File: src/rtl/slac_pkg.sv
// slac_pkg: shared state encoding and default sizing for the psum accumulator
package slac_pkg;

    typedef enum logic [1:0] {
        S_IDLE  = 2'd0,
        S_ACCUM = 2'd1,
        S_DRAIN = 2'd2
    } psum_state_t;

    localparam int DEF_DATA_WIDTH = 16;
    localparam int DEF_DEPTH      = 64;
    localparam int DEF_CH_WIDTH   = 8;

endpackage

File: src/rtl/psum_adder.sv
// psum_adder: signed DATA_WIDTH adder; saturates when PSUM_SAT_EN is defined, wraps otherwise
module psum_adder #(
    parameter int DATA_WIDTH = 16
) (
    input  logic signed [DATA_WIDTH-1:0] a,
    input  logic signed [DATA_WIDTH-1:0] b,
    output logic signed [DATA_WIDTH-1:0] sum
);

    logic signed [DATA_WIDTH-1:0] raw;

    assign raw = a + b;

`ifdef PSUM_SAT_EN
    localparam logic signed [DATA_WIDTH-1:0] SMAX = {1'b0, {(DATA_WIDTH-1){1'b1}}};
    localparam logic signed [DATA_WIDTH-1:0] SMIN = {1'b1, {(DATA_WIDTH-1){1'b0}}};

    logic ovf;

    // overflow only when both operands share a sign the result does not
    always_comb begin
        ovf = (a[DATA_WIDTH-1] == b[DATA_WIDTH-1]) && (raw[DATA_WIDTH-1] != a[DATA_WIDTH-1]);
        sum = ovf ? (a[DATA_WIDTH-1] ? SMIN : SMAX) : raw;
    end
`else
    assign sum = raw;
`endif

endmodule

File: src/rtl/psum_accum.sv
// psum_accum: accumulates per-position psums over channels, then drains ofmap words (PSUM_SAT_EN selects saturating adds)
module psum_accum
    import slac_pkg::*;
#(
    parameter int DATA_WIDTH = DEF_DATA_WIDTH,
    parameter int DEPTH      = DEF_DEPTH,
    parameter int CH_WIDTH   = DEF_CH_WIDTH
) (
    input  logic                      clk,
    input  logic                      reset,
    input  logic                      i_start,
    input  logic [$clog2(DEPTH):0]    i_num_outputs,
    input  logic [CH_WIDTH-1:0]       i_num_channels,
    input  logic [DATA_WIDTH-1:0]     i_psum_data,
    input  logic                      i_psum_valid,
    output logic [DATA_WIDTH-1:0]     o_ofmap_data,
    output logic                      o_ofmap_valid,
    input  logic                      i_ofmap_ready,
    output logic                      o_busy,
    output logic                      o_done,
    output logic                      o_drop_err
);

    localparam int LOG_DEPTH = $clog2(DEPTH);
    localparam logic [LOG_DEPTH:0]   NO_ONE   = 1;
    localparam logic [LOG_DEPTH:0]   NO_DEPTH = DEPTH;
    localparam logic [LOG_DEPTH-1:0] PTR_ONE  = 1;
    localparam logic [CH_WIDTH-1:0]  CH_ONE   = 1;

    psum_state_t state, state_nxt;

    logic [LOG_DEPTH-1:0]  wr_ptr, rd_ptr;
    logic [CH_WIDTH-1:0]   ch_cnt, num_channels;
    logic [LOG_DEPTH:0]    num_outputs, last_idx;
    logic [DATA_WIDTH-1:0] mem [DEPTH];
    logic [DATA_WIDTH-1:0] addend, sum;
    logic                  done, drop_err;
    logic                  cfg_ok, accept, psum_hit, wr_last, ch_last, xfer, rd_last;

    assign cfg_ok   = (i_num_outputs != '0) && (i_num_outputs <= NO_DEPTH) && (i_num_channels != '0);
    assign accept   = (state == S_IDLE) && i_start && cfg_ok;
    assign psum_hit = (state == S_ACCUM) && i_psum_valid;
    assign last_idx = num_outputs - NO_ONE;
    assign wr_last  = {1'b0, wr_ptr} == last_idx;
    assign rd_last  = {1'b0, rd_ptr} == last_idx;
    assign ch_last  = ch_cnt == (num_channels - CH_ONE);
    assign xfer     = (state == S_DRAIN) && i_ofmap_ready;

    // channel 0 overwrites stale contents, later channels add onto the buffered sum
    assign addend = (ch_cnt == '0) ? '0 : mem[wr_ptr];

    psum_adder #(
        .DATA_WIDTH (DATA_WIDTH)
    ) u_adder (
        .a   (addend),
        .b   (i_psum_data),
        .sum (sum)
    );

    // state register
    always_ff @(posedge clk or negedge reset) begin
        if (!reset) state <= S_IDLE;
        else        state <= state_nxt;
    end

    // next-state and drain-side outputs
    always_comb begin
        state_nxt     = state;
        o_busy        = state != S_IDLE;
        o_ofmap_valid = state == S_DRAIN;
        o_ofmap_data  = (state == S_DRAIN) ? mem[rd_ptr] : '0;
        case (state)
            S_IDLE:  state_nxt = accept ? S_ACCUM : S_IDLE;
            S_ACCUM: state_nxt = (psum_hit && wr_last && ch_last) ? S_DRAIN : S_ACCUM;
            S_DRAIN: state_nxt = (xfer && rd_last) ? S_IDLE : S_DRAIN;
            default: state_nxt = S_IDLE;
        endcase
    end

    // pointers, channel counter, latched configuration and status flags
    always_ff @(posedge clk or negedge reset) begin
        if (!reset) begin
            wr_ptr       <= '0;
            rd_ptr       <= '0;
            ch_cnt       <= '0;
            num_outputs  <= '0;
            num_channels <= '0;
            done         <= 1'b0;
            drop_err     <= 1'b0;
        end else begin
            if (accept) begin
                num_outputs  <= i_num_outputs;
                num_channels <= i_num_channels;
                wr_ptr       <= '0;
                ch_cnt       <= '0;
                rd_ptr       <= '0;
            end
            if (psum_hit) begin
                wr_ptr <= wr_last ? '0 : wr_ptr + PTR_ONE;
                if (wr_last) ch_cnt <= ch_cnt + CH_ONE;
                if (wr_last && ch_last) rd_ptr <= '0;
            end
            if (xfer) rd_ptr <= rd_last ? '0 : rd_ptr + PTR_ONE;
            done     <= xfer && rd_last;
            drop_err <= drop_err | (i_psum_valid && (state != S_ACCUM));
        end
    end

    // buffer write; contents are never reset since channel 0 always writes first
    always_ff @(posedge clk) begin
        if (psum_hit) mem[wr_ptr] <= sum;
    end

    assign o_done     = done;
    assign o_drop_err = drop_err;

endmodule
File: config.mk
export PLATFORM = sky130hd
export DESIGN_NAME = psum_accum
export DESIGN_NICKNAME = d
export VERILOG_FILES = /design/src/rtl/slac_pkg.sv /design/src/rtl/psum_adder.sv /design/src/rtl/psum_accum.sv
export SDC_FILE = /design/constraint.sdc
export NUM_CORES = 1
export LEC_CHECK = 0
export BUFFER_PORTS_ARGS = -buffer_cell sky130_fd_sc_hd__buf_2
export CAP_MARGIN = 20
export CORE_ASPECT_RATIO = 1.4
export CORE_UTILIZATION = 55
export CTS_CLUSTER_DIAMETER = 30
export DETAILED_ROUTE_END_ITERATION = 10
export PLACE_DENSITY = 0.68
export SLEW_MARGIN = 20
export SYNTH_ARGS = -nofsm -noshare
export SYNTH_HDL_FRONTEND = slang
export SYNTH_SLANG_ARGS = --single-unit
File: constraint.sdc
create_clock -name clk -period 8.2 [get_ports clk]
set_clock_uncertainty 0.2 [all_clocks]
set_input_delay 1.64 -clock clk [delete_from_list [all_inputs] [get_ports clk]]
set_output_delay 1.64 -clock clk [all_outputs]
set_load 0.05 [all_outputs]
==> results.yml, run 1 <==
detailed_routing:
  via_count: 33456
  drt_pre_antenna_iters: 8
  drc: 0
  drt-total-wl_um: 183000
  postRouteAntennaNets: 0
  wl_per_cell_um: 41.6
  vias_per_cell: 7.63
  first_iter_violations: 5215
placed_design:
  gp_congestion: 0.998
  dp_hpwl_um: 116000
  placement.io_buffers: 55
  place_ws_ps: 1040
  placed_area_um2: 52400
  dp.cells: 4085
cts:
  numCtsBuffers: 160
  root_buffer: "clkbuf_16"
  cts_tree: "yes"
  post_cts_buffers: 0
  holdBufCountCts: 0
  cts_sinks: 1063
  max-clock-path-buffers: 3
  cts.clk_slew.worst_paths_ps: 50
  htreeDepth: 4
  clock_latency_ps: 790
  cts_resized: 0
sta:
  rsz0062_at_grt: "false"
  period_needed_ps: 7400
  fin_ws_ps: 803
  slew_viol_final: 0
  final.setup.tns_ps: 0
  relSlewSlack: 0.116
  hold_viol: 0
  tightestPinTransition_ps: 1320
  fin_crit_sh: 0.902
  setup_viol: 0
  fmax_mhz: 135
  whs_ps: 258
final_layout:
  fillerInstances: 6143
  drive_gt1_frac: 0.312
  layout_commonest_cell: "edfxtp_1"
  design_area_um2: 58100
  utilization: 0.647
  final_cell_mix: "1024 x edfxtp_1, 392 x mux4_2, 160 x clkbuf_16, 152 x buf_4, 138 x a221oi_1"
  final_cells: 4386
  area_growth_pct: 16.6
  fin_nets: 3117
setup_path:
  critPathKind: "reg2reg"
  crit_fanout: 64
  path_cells: "inv_2 > and2_2 > buf_4 > a221oi_1 > a31oi_1 > nor4_1 > a21oi_1 > ha_4 > a21o_1 > a21oi_1 > o21ai_1 > o41ai_1 > o21ai_1 > o22a_1 > a211oi_1 > xnor2_2 > buf_4"
  worst_path_max_delay_cell: "dfrtp_4"
  worst-r2r-cell-count: 17
  regToRegSetupSlack_ps: 800
  cp_data_arrival_time_ps: 7690
  required_ps: 8490
  crit_path_end_kind: "register"
  crit_path_start_kind: "register"
  slowest_delay_ps: 890
synth:
  synth_seq_area_share: 0.636
  ys_ff_latch: 1063
  netlist_area_um2: 49900
  yosys_warnings: 0
  yosysTopAreaCellShare: 0.617
  syn_area_per_cell_um2: 17.1
  synth_flop_cell: "edfxtp_1"
  synthDistinctLibCells: 74
  synth_area_leaders: "edfxtp_1 62%, mux4_2 18%, a221oi_1 2.4%"
  syn-num-nets: 2977
  yosys.area.top_type: "edfxtp_1"
  synth_edf_count: 1024
  syn_inst: 2919
  synthArstFlopShare: 0.0367
floorplanning:
  num_rows: 130
  chipHeight_um: 358
  die-area_um2: 91900
  start_util: 0.555
  dieWidth_um: 256
  core_area_um2: 89800
  boundaryPins: 56
global_route:
  grt_max_degree: 91
  grt_pass1_wl_um: 254000
  use_met3: 0.121
  grt_pass1_vias: 32948
  met1_usage: 0.497
  use_met2: 0.602
  busiest_layer: "met2"
  grt_usage: 0.402
  grt-ovfl-total: 0
  antenna_found_initial: 11
pwr:
  p_leak_nw: 18.4
  power.density_nw_per_um2: 330
  p_total_mw: 19.2
  ir_worst_vdd_uv: 198
outcome:
  status: "finished clean"
worst_hold_path:
  whs_path_depth: 1
  hold_path.class: "reg2reg"
flow_run:
  maxCapViolations: 0
report_power, final:
| group | switching, mW | internal [mW] | total [mW] |
|---|---|---|---|
| Combinational | 3.65 | 1.58 | 5.23 |
| Clock | 2.74 | 4.40 | 7.14 |
| Sequential | 0.244 | 6.57 | 6.81 |
cell usage after synthesis, types with 27 or more instances:
cell / count
nand2_1: 103
buf_2: 62
o21ai_1: 29
mux2_1: 62
a22oi_1: 103
o22ai_1: 43
a22o_1: 44
dfrtp_1: 39
a221oi_1: 138
nor2_1: 175
clkbuf_1: 151
mux2i_1: 68
mux4_2: 392
a21oi_1: 106
edfxtp_1: 1024
xnor2_1: 27
routing by layer:
| metal | part of all wire | wire, um |
|---|---|---|
| met5 | 0.00031 | 57 |
| met2 | 0.45 | 82500 |
| met4 | 0.087 | 15800 |
| met3 | 0.13 | 24100 |
| met1 | 0.33 | 60000 |
worst max-delay path, delay by kind of cell, from the launching register on:
kind / cells / cell delay, ps
xor+xnor: 1 / 170
flops: 1 / 890
fa+ha+maj: 1 / 220
buf+inv: 3 / 1310
compound gates: 10 / 2960
simple gates: 2 / 1270
layout make-up:
| cell class | count | area, um^2 | share of cell area |
|---|---|---|---|
| Antenna cell | 4 | 10.0 | 0.000172 |
| Multi-Input combinational cell | 1592 | 17500 | 0.301 |
| Sequential cell | 1063 | 31800 | 0.546 |
| Clock buffer | 169 | 4040 | 0.0695 |
| Clock inverter | 128 | 1610 | 0.0277 |
| Tap cell | 1188 | 1490 | 0.0256 |
| Timing Repair Buffer | 219 | 1660 | 0.0286 |
| Inverter | 23 | 86.3 | 0.00149 |
path summary, 6_finish.rpt:
kind	startpoint	endpoint
max reg2reg	wr_ptr[1]$_DFFE_PN0P_	mem[23][15]$_DFFE_PP_
min reg2reg	o_drop_err$_DFF_PN0_	o_drop_err$_DFF_PN0_
max	wr_ptr[1]$_DFFE_PN0P_	mem[23][15]$_DFFE_PP_
max in group asynchronous	reset	rd_ptr[2]$_DFF_PN0_
min in group asynchronous	reset	wr_ptr[2]$_DFFE_PN0P_
min	o_drop_err$_DFF_PN0_	o_drop_err$_DFF_PN0_
registers in the layout (all words and copies together) (netlist names):
| name | count |
|---|---|
| ch_cnt | 8 |
| rd_ptr | 6 |
| num_channels | 8 |
| state | 2 |
| num_outputs | 7 |
| o_drop_err | 1 |
| o_done | 1 |
| mem | 1024 |
| wr_ptr | 6 |
logic make-up (layout without fill, tap and decap cells):
group | after synthesis | in the layout | synth area share
AOI/OAI and AO/OA | 588 | 588 | 0.0852
other | 0 | 4 | 0
adders and majority gates | 22 | 22 | 0.00567
and+or+nand+nor | 414 | 414 | 0.0376
muxes | 524 | 524 | 0.205
xor gates and xnor gates | 44 | 44 | 0.00801
buffers and inverters | 264 | 539 | 0.0220
DFF | 1063 | 1063 | 0.636
Power figures use the tool's default switching activity.
==> inputs of run 2 (changes only) <==
Clock period 8.2 ns to 8.5 ns, I/O delays scaled along.
==> run 2 against run 1 <==
Against the previous run: cell area shrank 0.44%; flip-flop and latch count unchanged; sequential power down 3.2%; core utilization decreased by 0.29 points; largest power group is now sequential cells.
==> results.yml, run 2 (same netlist as run 1, synthesis figures left out) <==
floorplanning:
  start_util: 0.555
  num_rows: 130
  chipHeight_um: 358
  boundaryPins: 56
  dieWidth_um: 256
  core_area_um2: 89800
  die-area_um2: 91900
sta:
  fin_crit_sh: 0.870
  tightestPinTransition_ps: 1230
  fmax_mhz: 135
  period_needed_ps: 7390
  rsz0062_at_grt: "false"
  setup_viol: 0
  fin_ws_ps: 1110
  hold_viol: 0
  slew_viol_final: 0
  relSlewSlack: 0.178
  final.setup.tns_ps: 0
setup_path:
  crit_path_start_kind: "register"
  required_ps: 8780
  critPathKind: "reg2reg"
  crit_fanout: 64
  crit_path_end_kind: "register"
  path_cells: "buf_4 > mux4_2 > nor2_1 > a21oi_1 > a21oi_1 > o22ai_1 > nor4_1 > nor2_1 > ha_1 > nand2_1 > o21ai_1 > o41ai_1 > o21ai_1 > o22a_1 > a211oi_1 > xnor2_2 > buf_4"
  regToRegEndpoint: "mem[30][15]$_DFFE_PP_"
  slowest_delay_ps: 910
  cp_data_arrival_time_ps: 7680
  r2r-start: "wr_ptr[1]$_DFFE_PN0P_"
  worst-r2r-cell-count: 17
  cp-startpoint: "wr_ptr[1]$_DFFE_PN0P_"
  regToRegSetupSlack_ps: 1110
  crit_path_end: "mem[30][15]$_DFFE_PP_"
  worst_path_max_delay_cell: "dfrtp_4"
pwr:
  ir_worst_vdd_uv: 180
  p_total_mw: 18.2
  p_leak_nw: 18.3
  power.density_nw_per_um2: 314
global_route:
  antenna_found_initial: 17
  grt-ovfl-total: 0
  grt_pass1_wl_um: 257000
  grt_pass1_vias: 33374
  grt_usage: 0.408
  grt_max_degree: 105
final_layout:
  drive_gt1_frac: 0.309
  fillerInstances: 6180
  layout_commonest_cell: "edfxtp_1"
  area_growth_pct: 16.0
  final_cell_mix: "1024 x edfxtp_1, 392 x mux4_2, 163 x clkbuf_16, 157 x buf_4, 138 x a221oi_1"
  largest_register: "mem"
  final_cells: 4388
  reg_top3: "mem (1024), ch_cnt (8), num_channels (8)"
  fin_nets: 3122
  largest_reg_flops: 1024
cts:
  clock_latency_ps: 790
  root_buffer: "clkbuf_16"
  max-clock-path-buffers: 3
  post_cts_buffers: 0
  cts_resized: 0
  htreeDepth: 4
  holdBufCountCts: 0
  cts_sinks: 1063
  cts.clk_slew.worst_paths_ps: 50
  cts_tree: "yes"
  numCtsBuffers: 161
outcome:
  status: "finished clean"
detailed_routing:
  drc: 0
  first_iter_violations: 5520
  via_count: 33171
  drt_pre_antenna_iters: 5
  postRouteAntennaNets: 0
  wl_per_cell_um: 42.0
  vias_per_cell: 7.56
  drt-total-wl_um: 184000
worst_hold_path:
  hold_path.class: "reg2reg"
placed_design:
  dp.cells: 4088
  gp_congestion: 1.02
  placement.io_buffers: 55
  place_ws_ps: 1210
  dp_hpwl_um: 118000
flow_run:
  maxCapViolations: 0
## run 2: area by class of cell
| class | instances | area, um^2 | area share |
|---|---|---|---|
| diodes | 2 | 5.00 | 0.0000865 |
| clock buffers | 178 | 4140 | 0.0715 |
| clock inverters | 119 | 1230 | 0.0213 |
| inverters | 23 | 86.3 | 0.00149 |
| multi-input cells | 1592 | 17500 | 0.302 |
| flip-flops and latches | 1063 | 31800 | 0.549 |
| well taps | 1188 | 1490 | 0.0257 |
| repair buffers | 223 | 1680 | 0.0291 |
## run 2: report_power, final
group          switching [mW]  internal (mW)
clock                    2.52           4.04
combinational            3.52           1.52
sequential              0.251           6.33
## run 2: how the worst min path moves through the flow
stage / start / endpoint / slack (ps) / depth (start not counted)
after detailed placement: o_drop_err$_DFF_PN0_ / o_drop_err$_DFF_PN0_ / 250 / 1
after floorplan: state[1]$_DFF_PN0_ / state[0]$_DFF_PN0_ / 260 / 1
after global placement: o_drop_err$_DFF_PN0_ / o_drop_err$_DFF_PN0_ / 240 / 1
final: o_drop_err$_DFF_PN0_ / o_drop_err$_DFF_PN0_ / 260 / 1
after global routing: o_drop_err$_DFF_PN0_ / o_drop_err$_DFF_PN0_ / 290 / 1
after CTS: o_drop_err$_DFF_PN0_ / o_drop_err$_DFF_PN0_ / 270 / 1
## run 2: metrics by stage
stage	instance area [um^2]	hold WS (ps)	util
finish	57900	260	0.644
global route	57800	287	0.644
CTS	57800	265	0.644
detailed placement	52400	255	0.584
global placement	52400	240	0.584
floorplan	49900	255	-
## run 2: layer usage
metal | up-vias | part of all wire | global-route usage
met2 | 2770 | 0.45 | 0.611
met5 | - | 0.00097 | 0
met1 | 17033 | 0.33 | 0.507
met4 | 26 | 0.090 | 0.315
li1 | 12672 | - | -
met3 | 670 | 0.13 | 0.116
## run 2: critical path, delay by kind of cell (launching register included)
family          cells  cell delay, ps
mux                 1             400
compound gates      8            2800
simple gates        4            1030
buf+inv             2            1120
flops               1             910
fa+ha+maj           1             350
xor+xnor            1             170
